`src/rtl/vga_marker_overlay.sv`:
```
// vga_marker_overlay: programmable VGA raster timing with delayed pixel alignment and an N-channel marker overlay.
module vga_marker_overlay #(
  parameter int HW = 10,
  parameter int VW = 10,
  parameter int H_ACTIVE = 640,
  parameter int H_FP = 16,
  parameter int H_SYNC = 96,
  parameter int H_BP = 48,
  parameter int V_ACTIVE = 480,
  parameter int V_FP = 11,
  parameter int V_SYNC = 2,
  parameter int V_BP = 31,
  parameter int SYNC_POL = 0,
  parameter int PIPE_DELAY = 2,
  parameter int N_MARKERS = 4,
  parameter int CROSS_R = 8
) (
  input  logic                    clock,
  input  logic                    reset,
  input  logic [N_MARKERS*HW-1:0] marker_x,
  input  logic [N_MARKERS*VW-1:0] marker_y,
  input  logic [N_MARKERS-1:0]    marker_en,
  input  logic [N_MARKERS-1:0]    marker_mode,
  input  logic [N_MARKERS*24-1:0] marker_color,
  input  logic [23:0]             pixel_rgb,
  output logic [HW-1:0]           hcount,
  output logic [VW-1:0]           vcount,
  output logic                    pixel_req,
  output logic                    frame_start,
  output logic [7:0]              vga_red,
  output logic [7:0]              vga_green,
  output logic [7:0]              vga_blue,
  output logic                    vga_hsync,
  output logic                    vga_vsync,
  output logic                    vga_blank_b
);
  localparam int H_TOTAL = H_ACTIVE + H_FP + H_SYNC + H_BP;
  localparam int V_TOTAL = V_ACTIVE + V_FP + V_SYNC + V_BP;
  localparam int HS_BEG = H_ACTIVE + H_FP;
  localparam int VS_BEG = V_ACTIVE + V_FP;
  localparam logic SP = 1'(SYNC_POL);
  localparam logic signed [HW:0] RX = (HW+1)'(CROSS_R);
  localparam logic signed [VW:0] RY = (VW+1)'(CROSS_R);
  typedef struct packed {
    logic [HW-1:0] h;
    logic [VW-1:0] v;
    logic          hs;
    logic          vs;
    logic          bl;
  } tap_t;
  logic h_last, v_last, hs_raw, vs_raw, bl_raw;
  tap_t dl [PIPE_DELAY];
  logic [HW-1:0] dx;
  logic [VW-1:0] dy;
  logic [N_MARKERS*HW-1:0] sx;
  logic [N_MARKERS*VW-1:0] sy;
  logic [N_MARKERS-1:0] sen, smode, hit, hit1;
  logic [N_MARKERS*24-1:0] scol;
  logic [23:0] rgb1, col;
  logic hs1, vs1, bl1;
  assign h_last = hcount == HW'(H_TOTAL - 1);
  assign v_last = vcount == VW'(V_TOTAL - 1);
  assign hs_raw = hcount >= HW'(HS_BEG) && hcount < HW'(HS_BEG + H_SYNC);
  assign vs_raw = vcount >= VW'(VS_BEG) && vcount < VW'(VS_BEG + V_SYNC);
  assign bl_raw = hcount >= HW'(H_ACTIVE) || vcount >= VW'(V_ACTIVE);
  assign pixel_req = ~bl_raw & ~reset;
  assign frame_start = hcount == '0 && vcount == '0 && !reset;
  always_ff @(posedge clock or posedge reset)
    if (reset) begin
      hcount <= '0;
      vcount <= '0;
    end else begin
      hcount <= h_last ? '0 : hcount + 1'b1;
      if (h_last) vcount <= v_last ? '0 : vcount + 1'b1;
    end
  // Blank taps reset high so no stale colour escapes before real data arrives.
  always_ff @(posedge clock or posedge reset)
    if (reset) begin
      for (int k = 0; k < PIPE_DELAY; k++) dl[k] <= '{h: '0, v: '0, hs: 1'b0, vs: 1'b0, bl: 1'b1};
    end else begin
      dl[0] <= '{h: hcount, v: vcount, hs: hs_raw, vs: vs_raw, bl: bl_raw};
      for (int k = 1; k < PIPE_DELAY; k++) dl[k] <= dl[k-1];
    end
  assign dx = dl[PIPE_DELAY-1].h;
  assign dy = dl[PIPE_DELAY-1].v;
  always_ff @(posedge clock or posedge reset)
    if (reset) begin
      sx <= '0;
      sy <= '0;
      sen <= '0;
      smode <= '0;
      scol <= '0;
    end else if (h_last && v_last) begin
      sx <= marker_x;
      sy <= marker_y;
      sen <= marker_en;
      smode <= marker_mode;
      scol <= marker_color;
    end
  genvar i;
  for (i = 0; i < N_MARKERS; i++) begin : g_hit
    logic signed [HW:0] ex;
    logic signed [VW:0] ey;
    logic on_x, on_y, near_x, near_y;
    assign ex = $signed({1'b0, dx}) - $signed({1'b0, sx[i*HW +: HW]});
    assign ey = $signed({1'b0, dy}) - $signed({1'b0, sy[i*VW +: VW]});
    assign on_x = ex == '0;
    assign on_y = ey == '0;
    assign near_x = ex >= -RX && ex <= RX;
    assign near_y = ey >= -RY && ey <= RY;
    assign hit[i] = sen[i] & (smode[i] ? (on_y & near_x) | (on_x & near_y) : on_x | on_y);
  end
  always_ff @(posedge clock or posedge reset)
    if (reset) begin
      hit1 <= '0;
      rgb1 <= '0;
      hs1 <= 1'b0;
      vs1 <= 1'b0;
      bl1 <= 1'b1;
    end else begin
      hit1 <= hit;
      rgb1 <= pixel_rgb;
      hs1 <= dl[PIPE_DELAY-1].hs;
      vs1 <= dl[PIPE_DELAY-1].vs;
      bl1 <= dl[PIPE_DELAY-1].bl;
    end
  // Descending scan so the lowest-index hit wins.
  always_comb begin
    col = rgb1;
    for (int k = N_MARKERS - 1; k >= 0; k--) col = hit1[k] ? scol[k*24 +: 24] : col;
  end
  always_ff @(posedge clock or posedge reset)
    if (reset) begin
      {vga_red, vga_green, vga_blue} <= '0;
      vga_hsync <= ~SP;
      vga_vsync <= ~SP;
      vga_blank_b <= 1'b0;
    end else begin
      {vga_red, vga_green, vga_blue} <= bl1 ? 24'h0 : col;
      vga_hsync <= hs1 ? SP : ~SP;
      vga_vsync <= vs1 ? SP : ~SP;
      vga_blank_b <= ~bl1;
    end
endmodule

```
`config.mk`:
```
export PLATFORM = sky130hd
export DESIGN_NAME = vga_marker_overlay
export DESIGN_NICKNAME = d
export VERILOG_FILES = /design/src/rtl/vga_marker_overlay.sv
export SDC_FILE = /design/constraint.sdc
export NUM_CORES = 1
export LEC_CHECK = 0
export CORE_MARGIN = 3
export CORE_UTILIZATION = 30
export DETAILED_ROUTE_END_ITERATION = 10
export GPL_TIMING_DRIVEN = 0
export PLACE_DENSITY = 0.6
export RECOVER_POWER = 25
export SYNTH_ARGS = -nofsm -noshare
export SYNTH_HDL_FRONTEND = slang
export SYNTH_SLANG_ARGS = --single-unit
```
`constraint.sdc`:
```
create_clock -name clock -period 18.7 [get_ports clock]
set_input_delay 3.74 -clock clock [delete_from_list [all_inputs] [get_ports clock]]
set_output_delay 3.74 -clock clock [all_outputs]
set_load 0.02 [all_outputs]
```
==> impl_results.md <==
* Status: finished with violations
* Failing checks: capacitance limit, slew limit
* Post-synth top area cell: dfrtp_1
* Crit-path max FO at slightly above 80
* Met2 wire len at 21520 um
* Post-DR vias/cell at 4.845
* Met1 Wirelength at 21410 um
* Die height at ~230 um
* DR iter-0 viols at 703
* Post-DP Area at 0.01885 mm^2
* Top cells by count, synth: dfrtp_1 (303), nor2_1 (151), nand2_1 (123)
* Area grow syn2layout at 31.61%
* Setup crit start kind: input port
* Final period util at between 50% and 60%
* Post-Syn Nets at about 1800
* Slew HR at -11.10%
* PortBufs at around 260
* Rows at 82
* Drt pass-1 iters at 4
* I/O pin cnt at about 260
* Power per cell area at 76.20 mW/mm^2
* Final hold vios at 0
* Sink Count at 308
* GP Congestion at 0.8565
* Synth Instances at 1495
* Final period demand of the worst path at approximately 10 ns
* Post-synth EDFFs at 0
* Worst EP required at approximately 15 ns
* Post-CTS setup buffers at 0
* Hold crit path type: reg -> reg
* Largest net degree at the start of global routing at 95
* Clock buffer count from CTS at 37
* Clock transition at path regs at 0.06 ns
* GRT Resource Usage Total at around 17%
* Hold Path Stages at 0
* First-pass GRT wire length at approximately 71000 um
* Seq/Total Area, Yosys at between 50% and 60%
* Final setup viols at 0
* Post-cts resize count at 0
* Worst R2R Path Depth at 8
* Mapped cell area at 0.01534 mm^2
* TritonCTS clock tree: done
* Fmax at approximately 100 MHz
* P_leak at roughly 9.4 nW
* Total grt overflow at 0
* #FFs+latches synth at about 300
* Yosys cell types at 70
* Final WL at about 46000 um
* Async SR Flop Fraction at 100.0%
* Wire length per cell at 18.42 um
* Avg Inst Size Synth at 10.26 um^2
* CP arrival at 5.97 ns
* Slew @ Worst Pin at 1.654 ns
* CP Class: in -> out
* DIE AREA at roughly 0.054 mm^2
* Number of remaining DRC errors at 0
* Core Area at between 0.05 and 0.06 mm^2
* Setup Skew at around 0.015 ns
* Chip width at between 200 and 250 um
* H-tree levels at 2
* RSZ-0062 raised after global routing: no
* Fin. max-slew vios at 8
* Synthesis Warnings at 0
* Clk Tree Root Cell: clkbuf_16
* Design area at just over 0.02 mm^2
* Setup TNS at 0 ns
* Starting Density at 30.45%
* Most frequent cell after synthesis: dfrtp_1
* Vias in the first global route at 12579
* Area contributors post-synth: dfrtp_1 (49%), mux2_2 (8.1%), ha_1 (6.9%)
* Detail Placement HPWL at between 30000 and 40000 um
* Ys flop type: dfrtp_1
* Post-route ant nets at 0
* Top routing layer in use: met4
* Via count at roughly 12000
* Top-area cell type share of the netlist area at ~49%
* Metal3 WL at between 2000 and 2500 um
* Antenna violations before repair at 1
* Clock Tree Buf Depth at 3
* Crit end category: output pin
* Layout cell share with drive strength beyond 1 at around an eighth
* Max IR drop VDD at between 0.06 and 0.07 mV
* Final nets at ~2100
* MaxCap Viol Count at 1
* Worst skew pair latency at approximately 0.54 ns
* Post-CTS Hold Buffers at 0
## registers in the layout, indices dropped and copies added (netlist names), 4 cells and up
register   count
scol          96
sx            40
sy            40
dl            26
rgb1          24
dx            10
dy            10
hcount        10
vcount        10
vga_blue       8
vga_green      8
vga_red        8
hit1           4
sen            4
smode          4
## per-layer routing
layer  global-route usage (%)  vias to the layer above
met3                    2.662                       57
met1                    23.40                     5924
met2                    27.19                      280
met5                        0                        -
met4                    5.383                        0
li1                         -                     5832
## final cells by class
class	count	area (um^2)
fillers	4845	30190
flip-flops and latches	308	7714
multi-input cells	1037	7038
repair buffers	261	2665
clock buffers	52	1115
well taps	672	840.8
inverters	95	364.1
clock inverters	15	229.0
plain buffers	55	220.2
diodes	1	2.502
## where the power goes
part,switching [mW],internal [mW],leakage (nW)
clock,0.294,0.488,0.658
sequential,0.00166,0.672,3.74
combinational,0.0347,0.0480,5.02
## cells in the final DEF (no fill, tap or decap), types with 20 or more instances in the layout
master and n:
ha_1 85, nand3_1 20, nor3_1 36, inv_1 94, o21ai_0 108, clkdlybuf4s50_1 234
xor2_1 24, clkbuf_1 48, mux2i_1 27, clkbuf_16 39, xnor2_1 28, dlygate4sd3_1 24
a21oi_1 101, mux2_2 111, dfrtp_1 303, nor2_1 151, nand2_1 123
## path summary, 6_finish.rpt
check / to / slack, ns / start
max in group asynchronous: scol[37] / 13.48 / reset
setup / recovery: frame_start / 8.99 / reset
hold / removal: hs1 / 0.35 / dl[2]
min in group asynchronous: rgb1[2] / 3.64 / reset
hold reg to reg: hs1 / 0.35 / dl[2]
setup reg to reg: sy[30] / 14.52 / hcount[7]
## worst max-delay path, cell delays in order
cell	delay, ns
clkdlybuf4s50_1	0.51
inv_8	0.34
buf_16	0.38
nand4_1	0.14
nor3_1	0.21
clkdlybuf4s50_1	0.64
## kinds of logic (layout without fill, tap and decap cells)
group	after synthesis	count (layout)	synth area share (%)
AOI/OAI and AO/OA	307	307	12.04
xor gates and xnor gates	52	52	2.969
adders and majority gates	85	85	6.933
buffers and inverters	150	478	3.776
DFF	308	308	50.29
muxes	138	138	9.910
other	0	1	0
and+or+nand+nor	455	455	14.09
## through the flow
step           total power [mW]  setup slack (ns)  util, %  instances  hold slack [ns]
6_report                  1.538             8.988    40.08       2496           0.3469
5_1_grt                   1.600             8.770    40.08       2496           0.3525
4_1_cts                   1.568             8.893    40.09       2495           0.3489
3_5_place_dp             0.7708             8.908    37.42       2428           0.3347
3_3_place_gp             0.7684            0.2850    37.25       2425           0.3362
2_1_floorplan            0.7075             3.836        -       1495           0.3312
(Power assumes the default switching activity.)
